`src/rtl/de_coder_pkg.sv`:
```
// Shared definitions for the serial decode path: default word width,
// index-width helper and the bit-index type used by both the transmit-side
// selector and the receive-side collector.
package de_coder_pkg;

    localparam int DEFAULT_WIDTH = 8;

    // Ceiling log2, never less than 1 so a one-bit index still has a port.
    function automatic int clog2(input int n);
        int r;
        r = 0;
        while ((1 << r) < n) r++;
        return (r < 1) ? 1 : r;
    endfunction

    typedef logic [clog2(DEFAULT_WIDTH)-1:0] bit_idx_t;

endpackage

```
`src/rtl/bit_collect.sv`:
```
// Serial-to-parallel word assembler. One bit per bit_valid/bit_ready handshake
// is written into an assembly register; a completed word moves into a
// one-deep output register with its own byte_valid/byte_ready handshake, so
// the next word can assemble while the previous one waits downstream.
module bit_collect
    import de_coder_pkg::*;
#(
    parameter int WIDTH     = DEFAULT_WIDTH,
    parameter bit LSB_FIRST = 1'b1
) (
    input  logic                    clk,
    input  logic                    rst,
    input  logic                    frame_start,
    input  logic                    bit_in,
    input  logic                    bit_valid,
    output logic                    bit_ready,
    output logic [clog2(WIDTH)-1:0] bit_n,
    output logic [WIDTH-1:0]        byte_out,
    output logic                    byte_valid,
    input  logic                    byte_ready
);

    localparam int              CW   = clog2(WIDTH);
    localparam logic [CW-1:0]   LAST = CW'(WIDTH - 1);

    logic [CW-1:0]    r_cnt;
    logic [WIDTH-1:0] r_asm;
    logic [WIDTH-1:0] r_byte_out;
    logic             r_byte_valid;

    logic             w_accept;
    logic             w_complete;
    logic             w_consume;
    logic [CW-1:0]    w_cnt_eff;
    logic [CW-1:0]    w_pos;
    logic [WIDTH-1:0] w_asm_base;
    logic [WIDTH-1:0] w_asm_next;

    // Only the last bit of a word can stall: it needs room in the output register.
    assign bit_ready  = (r_cnt != LAST) || !r_byte_valid || byte_ready;
    assign w_accept   = bit_valid && bit_ready;
    assign w_consume  = r_byte_valid && byte_ready;

    // frame_start restarts the word in the same cycle, so a coincident bit
    // lands as bit 0 of a fresh (cleared) word instead of the stale position.
    assign w_cnt_eff  = frame_start ? '0 : r_cnt;
    assign w_asm_base = frame_start ? '0 : r_asm;
    assign w_pos      = LSB_FIRST ? w_cnt_eff : (LAST - w_cnt_eff);
    assign w_complete = w_accept && (w_cnt_eff == LAST);

    // Merge the incoming bit into its decoded position of the assembly word.
    always_comb begin
        w_asm_next        = w_asm_base;
        w_asm_next[w_pos] = bit_in;
    end

    // Bit counter, assembly register and output register with handshake.
    always_ff @(posedge clk) begin
        if (rst) begin
            r_cnt        <= '0;
            r_asm        <= '0;
            r_byte_out   <= '0;
            r_byte_valid <= 1'b0;
        end else begin
            if (frame_start) begin
                r_cnt <= '0;
                r_asm <= '0;
            end
            if (w_accept) begin
                if (w_complete) begin
                    r_byte_out <= w_asm_next;
                    r_cnt      <= '0;
                    r_asm      <= '0;
                end else begin
                    r_asm <= w_asm_next;
                    r_cnt <= w_cnt_eff + CW'(1);
                end
            end
            // A completing word refills the output register in the same cycle
            // the previous one is consumed, so byte_valid has no bubble.
            if (w_complete) begin
                r_byte_valid <= 1'b1;
            end else if (w_consume) begin
                r_byte_valid <= 1'b0;
            end
        end
    end

    assign bit_n      = r_cnt;
    assign byte_out   = r_byte_out;
    assign byte_valid = r_byte_valid;

endmodule

```
`config.mk`:
```
export PLATFORM = sky130hd
export DESIGN_NAME = bit_collect
export DESIGN_NICKNAME = d
export VERILOG_FILES = /design/src/rtl/de_coder_pkg.sv /design/src/rtl/bit_collect.sv
export SDC_FILE = /design/constraint.sdc
export NUM_CORES = 1
export LEC_CHECK = 0
export CAP_MARGIN = 10
export CORE_ASPECT_RATIO = 1.25
export CORE_MARGIN = 1
export CORE_UTILIZATION = 35
export CTS_CLUSTER_SIZE = 8
export DETAILED_ROUTE_END_ITERATION = 8
export PLACE_DENSITY = 0.61
export SLEW_MARGIN = 20
export SYNTH_ARGS = -nofsm -noshare
export SYNTH_HDL_FRONTEND = slang
export SYNTH_SLANG_ARGS = --single-unit
```
`constraint.sdc`:
```
create_clock -name clk -period 1.95 [get_ports clk]
set_input_delay 0.39 -clock clk [delete_from_list [all_inputs] [get_ports clk]]
set_output_delay 0.39 -clock clk [all_outputs]
set_load 0.03 [all_outputs]
```
==> results.yml, run 1 <==
sta:
  worst_hold_slack_ns: 0.4883
  finalHoldViolCount: 0
  setup_viol: 0
  fmax_mhz: 531.0
  min_period_ns: 1.883
  slew_violations: 0
  rsz0062_at_grt: "false"
  tightest_slew_ns: 0.5258
  min_period_over_period_pct: 96.58
  maxSlewHeadroom_pct: 64.87
  setup_slack_ns: 0.06663
  finClkSkew_ns: 0.002930
worst_hold_path:
  hold_class: "reg -> reg"
  min_path_cells: 2
  hp-start: "r_asm[3]"
  hold_path_end: "r_asm[3]"
setup_path:
  cp-start-kind: "register"
  reg2reg_from: "bit_n[0]"
  crit_buf_inv: 2
  path_cells: "buf_4 -> clkdlybuf4s50_1"
  slowest_delay_ns: 0.68
  worst-r2r-setup-slack_ns: 0.29
  arrival_ns: 1.49
  criticalPathCategory: "reg -> out"
  crit_path_end_kind: "primary output"
  rr_worst_depth: 4
  crit_fanout: 11
  path_delay_family: "buffers and inverters"
  reg2reg_to: "byte_out[0]"
  cp_slowest_cell: "clkdlybuf4s50_1"
  critPathRequiredTime_ns: 1.56
routing:
  drt_first_pass_iters: 4
  route.vias.total: 1079
  detail_route.wl_per_cell_um: 13.95
  via_per_inst: 5.505
  dr.first_iter.drc_count: 34
  drt-total-wl_um: 2734
  drc: 0
  antenna_left: 0
clocking:
  postCtsSetupBuffers: 0
  numClockSinks: 20
  path_clk_slew_ns: 0.12
  cts.htree.levels: 1
  cts_hold_buf: 0
  cts_buffers: 3
  cts_tree: "built"
  clk_latency_ns: 0.30
  cts_buffer_depth: 2
  cts_root_buffer: "clkbuf_4"
yosys:
  yosysSeqAreaShare_pct: 35.13
  synth-xor-area-share_pct: 0
  synth_nets: 140
  synthCells: 132
  synth_top_family_by_area: "simple AND/OR/NAND/NOR gates"
  ys_ff_latch: 20
  synth_compound_area_share_pct: 18.55
  yosys.area_share.simple_pct: 32.60
  synth_warnings: 0
  syn_area_per_cell_um2: 8.635
  synth_cell_types: 28
  syn_area_um2: 1140
  synth_adder_area_share_pct: 2.195
  synthMuxAreaShare_pct: 7.025
power_and_ir_drop:
  fin_total_pwr_uw: 762.4
  power_density_nw_per_um2: 499.9
  ir_drop_uv: 460.3
  p_leak_nw: 0.5545
grt:
  antenna_found_initial: 0
  grt_pass1_vias: 967
  track_usage_pct: 17.82
  gr-total-overflow: 0
  grt_max_degree: 17
  grt_first_pass_wirelength_um: 4588
final_layout:
  multi_input_area_um2: 730.7
  nFillCells: 308
  finalInstanceArea_um2: 1525
  diodes: 0
  postLayoutCoreUtil_pct: 50.37
  regArea_um2: 402.9
  drive_gt1_share_pct: 20.63
  area_delta_synth_final_pct: 33.81
  layout.nets: 169
placed_design:
  routabilityCongestion: 0.7980
  place_ws_ns: -0.3517
  port_buffers: 18
  place_area_um2: 1441
  dpl.hpwl_um: 2056
floorplan:
  io_pins: 19
  die-height_um: 65.81
  core_um2: 3028
  row_count: 22
  die_area_um2: 3490
  start_util_pct: 37.64
  fp.dieW_um: 53.04
run:
  timing.max_cap.violations: 0
outcome:
  outcome: "finished clean"
what timing repair did:
| item | in CTS | in global routing |
|---|---|---|
| setup endpoints to repair | 9 | 17 |
| endpoints found under the hold margin | 0 | 0 |
| gates resized for setup | 2 | 9 |
| pin swaps | 0 | 1 |
| cloned | 0 | 0 |
cells by family after synthesis:
kind of cell	count (synthesis)
and+or+nand+nor	64
AOI/OAI and AO/OA	26
DFF	20
buffers and inverters	12
muxes	8
adders and majority gates	2
worst reg2reg max path: cells and delay by family (launching register included):
kind / cells / cell delay (ns)
AND/OR/NAND/NOR: 1 / 0.52
AO/OA/AOI/OAI: 2 / 0.52
flip-flops: 1 / 0.36
buffers and inverters: 1 / 0.17
stage by stage:
stage	TNS (ns)	cells
after floorplan	0	132
after global placement	-4.294	192
after detailed placement	-5.250	192
after CTS	0	196
after global routing	0	196
final	0	196
where the power goes:
part | total [mW] | leakage (nW) | switching (mW) | internal, mW
Combinational | 0.101 | 0.371 | 0.0517 | 0.0493
Sequential | 0.416 | 0.162 | 0.00298 | 0.413
Clock | 0.245 | 0.0210 | 0.131 | 0.114
metal layers:
| layer | track usage (%) | vias up | routed length (um) |
|---|---|---|---|
| li1 | - | 539 | - |
| met1 | 23.48 | 512 | 1193 |
| met2 | 29.43 | 24 | 1400 |
| met3 | 1.609 | 4 | 107 |
| met4 | 6.908 | 0 | 31 |
| met5 | 0 | - | 0 |
placed cells by master, fill, tap and decap left out, types with 3 or more instances in the layout:
| cell | n |
|---|---|
| nand2_1 | 9 |
| mux2i_1 | 8 |
| dfxtp_1 | 18 |
| clkdlybuf4s50_1 | 15 |
| a21oi_1 | 3 |
| clkbuf_4 | 3 |
| nor3b_1 | 3 |
| o211ai_1 | 7 |
| nand3b_1 | 3 |
| o32ai_1 | 8 |
| nand2b_1 | 13 |
| nand3_1 | 11 |
| nor2b_1 | 17 |
| buf_4 | 17 |
layout make-up:
type                    instances  area share, %
multi-input cells             100          47.91
flip-flops and latches         20          26.42
repair buffers                 34          19.85
well taps                      36          2.953
clock buffers                   4          2.379
inverters                       2         0.4922
registers in the layout, summed over array words and instances, names as in the netlist:
register    cells
byte_valid      1
r_asm           8
byte_out        8
bit_n           3
cell usage after synthesis:
cell type | instances | share of area [%]
mux2i_1 | 8 | 7.0
buf_2 | 5 | 2.2
nand3b_1 | 3 | 2.0
a41oi_1 | 1 | 0.77
a2111oi_2 | 1 | 1.3
nand2_1 | 10 | 3.3
a31oi_1 | 1 | 0.55
o21ai_1 | 1 | 0.44
buf_1 | 1 | 0.33
a21boi_2 | 1 | 0.99
a21oi_1 | 3 | 1.3
nor3_1 | 2 | 0.88
o211ai_1 | 7 | 4.6
nand3_1 | 11 | 4.8
nor3b_1 | 4 | 2.6
a211o_1 | 1 | 0.77
o211a_2 | 1 | 0.88
dfxtp_1 | 20 | 35
nor2b_1 | 18 | 9.9
clkinv_1 | 1 | 0.33
clkbuf_1 | 4 | 1.3
ha_1 | 2 | 2.2
and3_1 | 1 | 0.55
or4b_1 | 1 | 0.88
inv_1 | 1 | 0.33
nand2b_1 | 14 | 7.7
o32ai_1 | 8 | 6.1
o2111ai_1 | 1 | 0.77
how the worst max path moves through the flow:
stage / from / endpoint / slack [ns] / cells after the start
after global routing: bit_n[1] / bit_n[1] / 0.03 / 2
after CTS: frame_start / byte_out[1] / 0.006 / 7
after floorplan: bit_n[1] / byte_out[1] / 0.05 / 7
final: bit_n[1] / bit_n[1] / 0.07 / 2
after detailed placement: frame_start / r_asm[1] / -0.35 / 8
after global placement: frame_start / r_asm[0] / -0.28 / 8
Note: power is estimated with default switching activity, not from simulation.
==> run 2, diff against run 1 <==
- ABC_CLOCK_PERIOD_IN_PS: not set -> 1950
- CORE_MARGIN: 1 -> not set
- PLACE_DENSITY: 0.61 -> not set
- PLACE_DENSITY_LB_ADDON: not set -> 0.1
==> run 2 against run 1 <==
Effect of this change:
- critical path depth unchanged
- register-to-register slack worse by 0.09 ns
- final area is 0.49% lower
- clock skew increased by 0.010 ns
- sequential power increased by 1%
- highest routed layer unchanged
- setup slack lost 0.0021 ns
==> results.yml, run 2 (synthesis gave the netlist of run 1 again) <==
placed_design:
  place_area_um2: 1439
  dpl.cell_count: 190
  dpl.hpwl_um: 2116
  port_buffers: 18
  place_ws_ns: -0.3861
  routabilityCongestion: 0.7675
routing:
  highest_layer: "met4"
  antenna_left: 0
  drt_first_pass_iters: 4
  via_per_inst: 5.582
  wl_met3_um: 88
  route.vias.total: 1083
  drc: 0
  met1Wirelength_um: 1385
  dr.first_iter.drc_count: 35
  dr_wl_met2_um: 1490
  detail_route.wl_per_cell_um: 15.42
  drt-total-wl_um: 2992
sta:
  tightest_slew_ns: 0.4834
  fmax_mhz: 530.4
  setup_viol: 0
  min_period_ns: 1.885
  min_period_over_period_pct: 96.69
  maxSlewHeadroom_pct: 67.71
  rsz0062_at_grt: "false"
  finalHoldViolCount: 0
  setup_slack_ns: 0.06455
  slew_violations: 0
  finClkSkew_ns: 0.01299
grt:
  track_usage_pct: 19.21
  grt_pass1_vias: 1012
  grt_max_degree: 18
  grt_first_pass_wirelength_um: 4843
  gr-total-overflow: 0
  antenna_found_initial: 0
setup_path:
  critPathRequiredTime_ns: 1.56
  reg2reg_to: "byte_out[2]"
  cp-start-kind: "register"
  cp_slowest_cell: "clkdlybuf4s50_1"
  path_cells: "buf_4 -> clkdlybuf4s50_1"
  crit_path_end_kind: "primary output"
  arrival_ns: 1.50
  worst-r2r-setup-slack_ns: 0.20
  rr_worst_depth: 7
  criticalPathCategory: "reg -> out"
  crit_fanout: 11
  reg2reg_from: "bit_n[0]"
  slowest_delay_ns: 0.68
outcome:
  outcome: "finished clean"
worst_hold_path:
  hold_path_end: "r_asm[3]"
  hp-start: "r_asm[3]"
  min_path_cells: 2
  hold_class: "reg -> reg"
final_layout:
  stdcell_count: 194
  drive_gt1_share_pct: 18.35
  area_delta_synth_final_pct: 33.15
  finalInstanceArea_um2: 1518
  layout.nets: 167
  diodes: 0
  most-common-layout-cells: "nor2b_1 (18), dfxtp_1 (18), clkdlybuf4s50_1 (15), nand2b_1 (14), buf_4 (14)"
power_and_ir_drop:
  power.share.sequential_pct: 48.3
  p_leak_nw: 0.5491
  clock_power_share_pct: 41.2
  p_sw_uw: 203.8
  comb_power_share_pct: 10.5
  intPower_uw: 665.4
  power_density_nw_per_um2: 572.7
  ir_drop_uv: 270.0
  p_sw_share_pct: 23.45
floorplan:
  io_pins: 19
  row_count: 22
  core_um2: 3028
  die_area_um2: 3490
  start_util_pct: 37.64
  fp.dieW_um: 53.04
  die-height_um: 65.81
clocking:
  cts_buffer_depth: 2
  cts.htree.levels: 1
  cts_root_buffer: "clkbuf_4"
  path_clk_slew_ns: 0.12
  cts_tree: "built"
  numClockSinks: 20
  cts_buffers: 3
  cts_hold_buf: 0
  clk_latency_ns: 0.32
run:
  timing.max_cap.violations: 0
==> run 2: cell count changes in the layout (fill, tap and decap cells not counted), sizes merged <==
cell	previous run	this run
bufinv	0	1
buf	17	15
clkbuf	4	3
==> run 2: critical path, delay by kind of cell, from the launching register on <==
kind	cells	cell delay (ns)
buffers and inverters	2	0.84
flip-flops	1	0.34
==> run 2: through the flow <==
stage               TNS (ns)  hold WS [ns]  utilization (%)  total power [mW]
floorplan                  0        0.4549                -            0.4799
global placement      -4.474        0.4610            47.52            0.5182
detailed placement    -5.470        0.4737            47.52            0.5202
CTS                        0        0.4935            49.42            0.8706
global route               0        0.5069            50.12            0.8943
finish                     0        0.4954            50.12            0.8692
==> run 2: area by class of cell <==
type | instances | area (um^2)
sequential | 20 | 402.9
timing repair buffer | 32 | 300.3
multi-input combinational | 100 | 709.4
tap | 36 | 45.04
clock buffer | 3 | 22.52
clock inverter | 1 | 30.03
inverter | 2 | 7.507
fill | 301 | 1510
==> run 2: repair_timing <==
action	in CTS	in global routing
setup buffers	0	0
hold endpoints to repair	0	0
resized for setup	2	6
setup endpoints to repair	9	16
==> run 2: power groups by stage <==
stage | Sequential (mW) | Clock (mW) | Combinational (mW)
5_1_grt | 0.421 | 0.374 | 0.100
2_1_floorplan | 0.429 | 0 | 0.0506
4_1_cts | 0.420 | 0.359 | 0.0912
6_report | 0.420 | 0.358 | 0.0912
3_5_place_dp | 0.430 | 0 | 0.0907
3_3_place_gp | 0.429 | 0 | 0.0890
==> run 2: layer usage <==
metal | GRT usage (%) | vias to the layer above
li1 | - | 533
met1 | 25.67 | 520
met2 | 31.17 | 26
met3 | 2.069 | 4
met4 | 7.237 | 0
met5 | 0 | -
==> run 2: how the worst max path moves through the flow <==
| stage | start | endpoint | slack, ns | cells after the start |
|---|---|---|---|---|
| floorplan | bit_n[1] | byte_out[1] | 0.05 | 7 |
| global placement | frame_start | r_asm[1] | -0.30 | 8 |
| detailed placement | frame_start | r_asm[2] | -0.39 | 8 |
| CTS | frame_start | byte_out[2] | 0.008 | 8 |
| global route | bit_n[0] | bit_ready | 0.01 | 3 |
| finish | bit_n[1] | bit_n[1] | 0.06 | 2 |
